[src/rtl/mult_seq_if.sv]
// mult_seq_if: request/result bundle between a host and the sequential multiplier.
interface mult_seq_if #(
    parameter int WIDTH = 32
);
    logic [WIDTH-1:0] a;
    logic [WIDTH-1:0] b;
    logic             is_signed;
    logic             doMult;
    logic             busy;
    logic             mult_done;
    logic [WIDTH-1:0] out_lo;
    logic [WIDTH-1:0] out_hi;
    logic             out_ovf;

    modport master (
        output a, b, is_signed, doMult,
        input  busy, mult_done, out_lo, out_hi, out_ovf
    );

    modport slave (
        input  a, b, is_signed, doMult,
        output busy, mult_done, out_lo, out_hi, out_ovf
    );
endinterface

[src/rtl/mult_seq.sv]
// mult_seq: sequential shift-add multiplier, signed/unsigned, double-width product.
module mult_seq #(
    parameter int WIDTH = 32
) (
    input logic       clk,
    input logic       reset,
    mult_seq_if.slave bus
);
    localparam int CW = $clog2(WIDTH);

    typedef enum logic [1:0] {IDLE, RUN, DONE} state_t;

    state_t             state, state_n;
    logic [WIDTH-1:0]   mcand, mag_a, mag_b, hi, lo;
    logic [2*WIDTH:0]   acc, acc_n;
    logic [WIDTH:0]     sum;
    logic [2*WIDTH-1:0] prod;
    logic [CW-1:0]      cnt;
    logic               neg, sgn, last, accept, ovf;

    always_ff @(posedge clk) state <= reset ? IDLE : state_n;

    // The edge leaving DONE may accept a new request, giving a WIDTH+1 cycle period
    always_comb begin
        accept  = bus.doMult && (state == IDLE || state == DONE);
        last    = cnt == CW'(WIDTH - 1);
        state_n = (state == RUN) ? (last ? DONE : RUN) : (accept ? RUN : IDLE);
        mag_a   = (bus.is_signed && bus.a[WIDTH-1]) ? -bus.a : bus.a;
        mag_b   = (bus.is_signed && bus.b[WIDTH-1]) ? -bus.b : bus.b;
        sum     = acc[2*WIDTH:WIDTH] + {1'b0, acc[0] ? mcand : {WIDTH{1'b0}}};
        acc_n   = {1'b0, sum, acc[WIDTH-1:1]};
        prod    = neg ? -acc_n[2*WIDTH-1:0] : acc_n[2*WIDTH-1:0];
        {hi, lo} = prod;
        ovf     = sgn ? (hi != {WIDTH{lo[WIDTH-1]}}) : (hi != '0);
    end

    always_ff @(posedge clk) begin
        if (reset) begin
            bus.busy      <= 1'b0;
            bus.mult_done <= 1'b0;
            bus.out_lo    <= '0;
            bus.out_hi    <= '0;
            bus.out_ovf   <= 1'b0;
            mcand         <= '0;
            acc           <= '0;
            cnt           <= '0;
            neg           <= 1'b0;
            sgn           <= 1'b0;
        end else begin
            bus.busy      <= state_n != IDLE;
            bus.mult_done <= state_n == DONE;
            if (accept) begin
                mcand <= mag_a;
                acc   <= {{(WIDTH + 1){1'b0}}, mag_b};
                cnt   <= '0;
                neg   <= bus.is_signed && (bus.a[WIDTH-1] ^ bus.b[WIDTH-1]);
                sgn   <= bus.is_signed;
            end else if (state == RUN) begin
                acc <= acc_n;
                cnt <= cnt + CW'(1);
                if (last) begin
                    bus.out_hi  <= hi;
                    bus.out_lo  <= lo;
                    bus.out_ovf <= ovf;
                end
            end
        end
    end
endmodule

[src/flat_wrapper.sv]
// flat-port wrapper written by rule: the top's interface ports become plain ports
module mult_seq_flat 
#(
    parameter int WIDTH = 32
)
  (clk, reset, bus_a, bus_b, bus_is_signed, bus_doMult, bus_busy, bus_mult_done, bus_out_lo, bus_out_hi, bus_out_ovf);
  mult_seq_if #(.WIDTH(WIDTH)) bus_i ();
  input logic clk;
  input logic reset;
  input wire logic [$bits(bus_i.a)-1:0] bus_a;
  input wire logic [$bits(bus_i.b)-1:0] bus_b;
  input wire logic [$bits(bus_i.is_signed)-1:0] bus_is_signed;
  input wire logic [$bits(bus_i.doMult)-1:0] bus_doMult;
  output wire logic [$bits(bus_i.busy)-1:0] bus_busy;
  output wire logic [$bits(bus_i.mult_done)-1:0] bus_mult_done;
  output wire logic [$bits(bus_i.out_lo)-1:0] bus_out_lo;
  output wire logic [$bits(bus_i.out_hi)-1:0] bus_out_hi;
  output wire logic [$bits(bus_i.out_ovf)-1:0] bus_out_ovf;
  assign bus_i.a = bus_a;
  assign bus_i.b = bus_b;
  assign bus_i.is_signed = bus_is_signed;
  assign bus_i.doMult = bus_doMult;
  assign bus_busy = bus_i.busy;
  assign bus_mult_done = bus_i.mult_done;
  assign bus_out_lo = bus_i.out_lo;
  assign bus_out_hi = bus_i.out_hi;
  assign bus_out_ovf = bus_i.out_ovf;
  mult_seq #(.WIDTH(WIDTH)) u_core (.clk(clk), .reset(reset), .bus(bus_i));
endmodule
[config.mk]
export PLATFORM = sky130hd
export DESIGN_NAME = mult_seq_flat
export DESIGN_NICKNAME = d
export VERILOG_FILES = /design/src/rtl/mult_seq_if.sv /design/src/rtl/mult_seq.sv /design/src/flat_wrapper.sv
export SDC_FILE = /design/constraint.sdc
export NUM_CORES = 1
export LEC_CHECK = 0
export CORE_ASPECT_RATIO = 1.1
export CORE_MARGIN = 1.5
export CORE_UTILIZATION = 40
export CTS_BUF_LIST = sky130_fd_sc_hd__clkbuf_8
export DETAILED_ROUTE_END_ITERATION = 10
export PLACE_DENSITY = 0.62
export SYNTH_ARGS = -nofsm -noshare
export SYNTH_HDL_FRONTEND = slang
export SYNTH_SLANG_ARGS = --single-unit
[constraint.sdc]
create_clock -name clk -period 6.32 [get_ports clk]
set_input_delay 0.948 -clock clk [delete_from_list [all_inputs] [get_ports clk]]
set_output_delay 0.948 -clock clk [all_outputs]
set_load 0.01 [all_outputs]
==> impl_results.html <==
<table>
<tr><th>Metric</th><th>Value</th></tr>
<tr><th colspan="2">STA</th></tr>
<tr><td>Minimum clock period after layout</td><td>~5.6 ns</td></tr>
<tr><td>Final Hold Violating Endpoints</td><td>0</td></tr>
<tr><td>Slew of the pin with the lowest slew margin</td><td>between 1 and 1.5 ns</td></tr>
<tr><td>Max_slew headroom</td><td>a little under a fifth</td></tr>
<tr><td>Max Transition Viols Final</td><td>0</td></tr>
<tr><td>Clk_skew</td><td>between 0.015 and 0.02 ns</td></tr>
<tr><td>Unrepaired setup endpoints after global routing</td><td>no</td></tr>
<tr><td>Fin crit share</td><td>between 80% and 90%</td></tr>
<tr><td>Aggregate negative setup slack</td><td>0 ns</td></tr>
<tr><td>Achievable frequency</td><td>around 180 MHz</td></tr>
<tr><td>Count of final setup violators</td><td>0</td></tr>
<tr><th colspan="2">Routing</th></tr>
<tr><td>DR vias</td><td>12,044</td></tr>
<tr><td>Number of remaining DRC errors</td><td>0</td></tr>
<tr><td>Number of nets with antenna violations after detailed routing</td><td>0</td></tr>
<tr><td>Detailed-route vias per instance</td><td>~5.9</td></tr>
<tr><td>First-iteration detailed-routing DRC count</td><td>between 1,000 and 1,500</td></tr>
<tr><td>Detailed-route wire length</td><td>37,400 um</td></tr>
<tr><td>Average wire per standard cell</td><td>18.3 um</td></tr>
<tr><td>Number of iterations in the first detailed-routing pass</td><td>6</td></tr>
<tr><th colspan="2">Worst setup path</th></tr>
<tr><td>Library cell contributing the largest single delay on the critical path</td><td>a221oi_1</td></tr>
<tr><td>Arrival time worst endpoint</td><td>approximately 6.0 ns</td></tr>
<tr><td>Maximum single-stage delay on the critical path</td><td>approximately 0.59 ns</td></tr>
<tr><td>Reg-to-Reg Start</td><td>u_core.acc[0]</td></tr>
<tr><td>Top cell by count, worst path</td><td>o21ai_0</td></tr>
<tr><td>Dominant delay contributor by cell family on the critical path</td><td>compound AO/OA/AOI/OAI gates</td></tr>
<tr><td>Critical path depth</td><td>16</td></tr>
<tr><td>Reg-to-reg setup timing slack</td><td>around 0.76 ns</td></tr>
<tr><td>Terminus of the critical flop-to-flop path</td><td>u_core.bus.out_ovf</td></tr>
<tr><td>Worst Setup EP</td><td>u_core.bus.out_ovf</td></tr>
<tr><td>Endpoint required time on the critical path</td><td>6.75 ns</td></tr>
<tr><td>Cell Chain, Critical Path</td><td>buf_4, and2_1, ha_1, a21oi_1, o21ai_0, or3_1, o21ai_0, a211oi_1, a221oi_1, nand4_1, or4_1, a311oi_1, nor3_1, or2_2, a221o_1, a21boi_1</td></tr>
<tr><td>Critical Path Source</td><td>u_core.acc[0]</td></tr>
<tr><td>Maximum fanout encountered on the critical timing path</td><td>31</td></tr>
<tr><td>Startpoint types</td><td>register</td></tr>
<tr><td>Logic depth of the worst register-to-register path</td><td>16</td></tr>
<tr><td>Path type of the worst setup path</td><td>register to register</td></tr>
<tr><td>Total buffers and inverters traversed by the critical path</td><td>1</td></tr>
<tr><td>Endpoint kind of the worst setup timing path</td><td>register</td></tr>
<tr><th colspan="2">Global route</th></tr>
<tr><td>Largest net degree at the start of global routing</td><td>between 80 and 90</td></tr>
<tr><td>Overall global routing resource usage</td><td>24.1%</td></tr>
<tr><td>Overall overflow remaining after global route</td><td>0</td></tr>
<tr><td>Number of antenna violations at the first check in global routing</td><td>0</td></tr>
<tr><td>Via count of the first global-routing pass</td><td>about 11,000</td></tr>
<tr><td>First-pass GRT wire length</td><td>59,700 um</td></tr>
<tr><th colspan="2">CTS</th></tr>
<tr><td>Sinks on Clock Net</td><td>between 150 and 200</td></tr>
<tr><td>Root buf cell</td><td>clkbuf_8</td></tr>
<tr><td>Worst skew pair latency</td><td>roughly 0.49 ns</td></tr>
<tr><td>Clock-pin slew of the registers on the worst-case setup and hold paths</td><td>0.11 ns</td></tr>
<tr><td>Maximum number of buffers from clock root to sink</td><td>2</td></tr>
<tr><td>Post-CTS Setup Repair Bufs</td><td>0</td></tr>
<tr><td>Number of clock buffers inserted by TritonCTS</td><td>17</td></tr>
<tr><td># hold bufs at CTS</td><td>0</td></tr>
<tr><td>H-Tree Depth</td><td>4</td></tr>
<tr><td>Post-CTS sizing</td><td>0</td></tr>
<tr><td>CTS tree</td><td>built</td></tr>
<tr><th colspan="2">Logic synthesis</th></tr>
<tr><td>Instance count of the mapped netlist</td><td>between 1,500 and 2,000</td></tr>
<tr><td>Synthesis Warnings</td><td>0</td></tr>
<tr><td>Area of the mapped netlist</td><td>12,000 um2</td></tr>
<tr><td>Flop and latch count out of synthesis</td><td>approximately 170</td></tr>
<tr><td>EDFF count, synth</td><td>0</td></tr>
<tr><td>Distinct cells, synth</td><td>around 80</td></tr>
<tr><td>Seq/Total Area, Yosys</td><td>between 20% and 30%</td></tr>
<tr><td>Post-Syn Nets</td><td>approximately 1,700</td></tr>
<tr><td>Async SR Flop Fraction</td><td>0%</td></tr>
<tr><td>Post-Synthesis Mean Instance Area</td><td>approximately 7.5 um2</td></tr>
<tr><td>Most common flop cell mapped by yosys</td><td>dfxtp_1</td></tr>
<tr><th colspan="2">Placed design</th></tr>
<tr><td>PortBufs</td><td>between 100 and 150</td></tr>
<tr><td>Placed instance area</td><td>13,500 um2</td></tr>
<tr><td>Weighted congestion at the end of routability-driven global placement</td><td>0.929</td></tr>
<tr><td>Placed wire-length estimate after detailed placement</td><td>approximately 28,000 um</td></tr>
<tr><th colspan="2">Die</th></tr>
<tr><td>Number of standard-cell rows in the floorplan</td><td>66</td></tr>
<tr><td>Core Box Area</td><td>29,600 um2</td></tr>
<tr><td>I/O pin count</td><td>135</td></tr>
<tr><td>Effective utilization at floorplan</td><td>around 40%</td></tr>
<tr><td>Total Die Area</td><td>roughly 31,000 um2</td></tr>
<tr><td>Y dimension of the die</td><td>between 150 and 200 um</td></tr>
<tr><td>Width of the die</td><td>168 um</td></tr>
<tr><th colspan="2">Final layout</th></tr>
<tr><td>Most frequent cells in the layout</td><td>nand2_1, nor2_1, dfxtp_1, clkdlybuf4s50_1, a21oi_1</td></tr>
<tr><td>Area added between synthesis and finish</td><td>15.6%</td></tr>
<tr><td>Net count reported at finish</td><td>~1,800</td></tr>
<tr><td>Fraction of layout instances using a drive strength above 1</td><td>between 4 and 5%</td></tr>
<tr><td>Post-route standard cell area excluding fillers</td><td>approximately 14,000 um2</td></tr>
<tr><td>Commonest non-fill, non-tap cell in the layout</td><td>nand2_1</td></tr>
<tr><th colspan="2">Power</th></tr>
<tr><td>Leakage power summed over all cells</td><td>between 4 and 5 nW</td></tr>
<tr><td>Max IR drop VDD</td><td>around 0.11 mV</td></tr>
<tr><td>Power Density</td><td>about 170 nW/um2</td></tr>
<tr><th colspan="2">Job</th></tr>
<tr><td>Max-cap violations</td><td>0</td></tr>
<tr><th colspan="2">Min path</th></tr>
<tr><td>Class of the tightest hold or removal check</td><td>register to register</td></tr>
<tr><th colspan="2">Outcome</th></tr>
<tr><td>Run status</td><td>complete, no violations</td></tr>
</table>
worst register-to-register path, delay by kind of cell, from the launching register on:
| family | cells | cell delay, ns |
|---|---|---|
| adder cells (fa/ha/maj) | 1 | 0.31 |
| AO/OA/AOI/OAI | 8 | 2.80 |
| flip-flops | 1 | 0.35 |
| buffers and inverters | 1 | 0.26 |
| AND/OR/NAND/NOR | 6 | 1.81 |
sequential cells by signal, summed over array words and instances (netlist names):
| name | cells |
|---|---|
| u_core.sgn | 1 |
| u_core.bus.out_ovf | 1 |
| u_core.neg | 1 |
| u_core.bus.mult_done | 1 |
| u_core.mcand | 32 |
| u_core.acc | 64 |
| u_core.bus.busy | 1 |
| u_core.bus.out_lo | 32 |
| u_core.cnt | 5 |
| u_core.state | 2 |
| u_core.bus.out_hi | 32 |
report_power, final:
group,total [W],leakage [nW],internal (W),switching [W]
Combinational,0.000484,3.23,0.000189,0.000295
Sequential,0.00118,1.40,0.00113,0.0000508
Clock,0.000754,0.181,0.000310,0.000443
Total,0.00241,4.81,0.00162,0.000788
cells by family (layout without fill, tap and decap cells):
group,Yosys count,count (layout),synth area share (%)
and+or+nand+nor,667,667,26.6
AOI/OAI and AO/OA,454,454,26.2
DFF,172,172,28.6
xor gates and xnor gates,135,135,9.83
buffers and inverters,125,197,3.97
adders and majority gates,38,38,4.01
muxes,9,9,0.780
other,0,1,0
synthesized netlist by cell type, types with 7 or more instances:
library cell / instances / share of area (%)
a211o_1: 7 / 0.51
a211oi_1: 92 / 5.7
a21o_1: 9 / 0.56
a21oi_1: 111 / 4.6
a311oi_1: 43 / 3.1
and2_1: 57 / 3.0
and3_1: 13 / 0.68
clkbuf_1: 98 / 3.1
dfxtp_1: 172 / 29
ha_1: 37 / 3.8
inv_1: 20 / 0.62
nand2_1: 221 / 6.9
nand2b_1: 7 / 0.36
nand3_1: 27 / 1.1
nand4_1: 15 / 0.78
nor2_1: 186 / 5.8
nor3_1: 33 / 1.4
nor4_1: 14 / 0.73
o211a_1: 8 / 0.67
o211ai_1: 8 / 0.50
o21a_1: 8 / 0.50
o21ai_0: 72 / 3.0
o31ai_1: 29 / 1.8
o41ai_1: 15 / 1.1
or2_2: 11 / 0.57
or3_1: 20 / 1.0
or4_1: 23 / 1.4
xnor2_1: 59 / 4.3
xor2_1: 76 / 5.5
area by class of cell:
class                           instances  area (um2)
Sequential cell                       172        3440
Tap cell                              374         468
Fill cell                            2966       15700
Multi-Input combinational cell       1303        8130
Antenna cell                            1        2.50
Clock buffer                           17         234
Clock inverter                         14         123
Inverter                               20        75.1
Timing Repair Buffer                  146        1430
per-layer routing:
| layer | vias to the layer above | part of all wire [%] | wire length, um | GRT usage (%) |
|---|---|---|---|---|
| met2 | 353 | 44 | 16300 | 37.3 |
| met1 | 5695 | 49 | 18200 | 34.5 |
| met3 | 34 | 6.2 | 2340 | 4.36 |
| met5 | - | 0 | 0 | 0 |
| li1 | 5962 | - | - | - |
| met4 | 0 | 1.5 | 556 | 5.75 |
worst min-delay path by stage:
stage / from / end / cells after the start
2_1_floorplan: u_core.mcand[18] / u_core.mcand[18] / 2
3_3_place_gp: u_core.mcand[31] / u_core.mcand[31] / 2
3_5_place_dp: u_core.mcand[0] / u_core.mcand[0] / 2
4_1_cts: u_core.mcand[0] / u_core.mcand[0] / 2
5_1_grt: u_core.mcand[0] / u_core.mcand[0] / 2
6_report: u_core.mcand[0] / u_core.mcand[0] / 2
per-stage QoR:
step                      setup WS (ns)  std cells  utilization [%]  power, W  hold slack, ns
after global routing              0.395       2046             47.0   0.00254           0.469
after global placement            0.978       2015             45.8   0.00167           0.442
after CTS                         0.882       2046             47.0   0.00243           0.460
after floorplan                    1.19       1600                -   0.00151           0.427
final                             0.760       2047             47.0   0.00241           0.458
after detailed placement          0.913       2015             45.8   0.00168           0.447
Note: power is estimated with default switching activity, not from simulation.
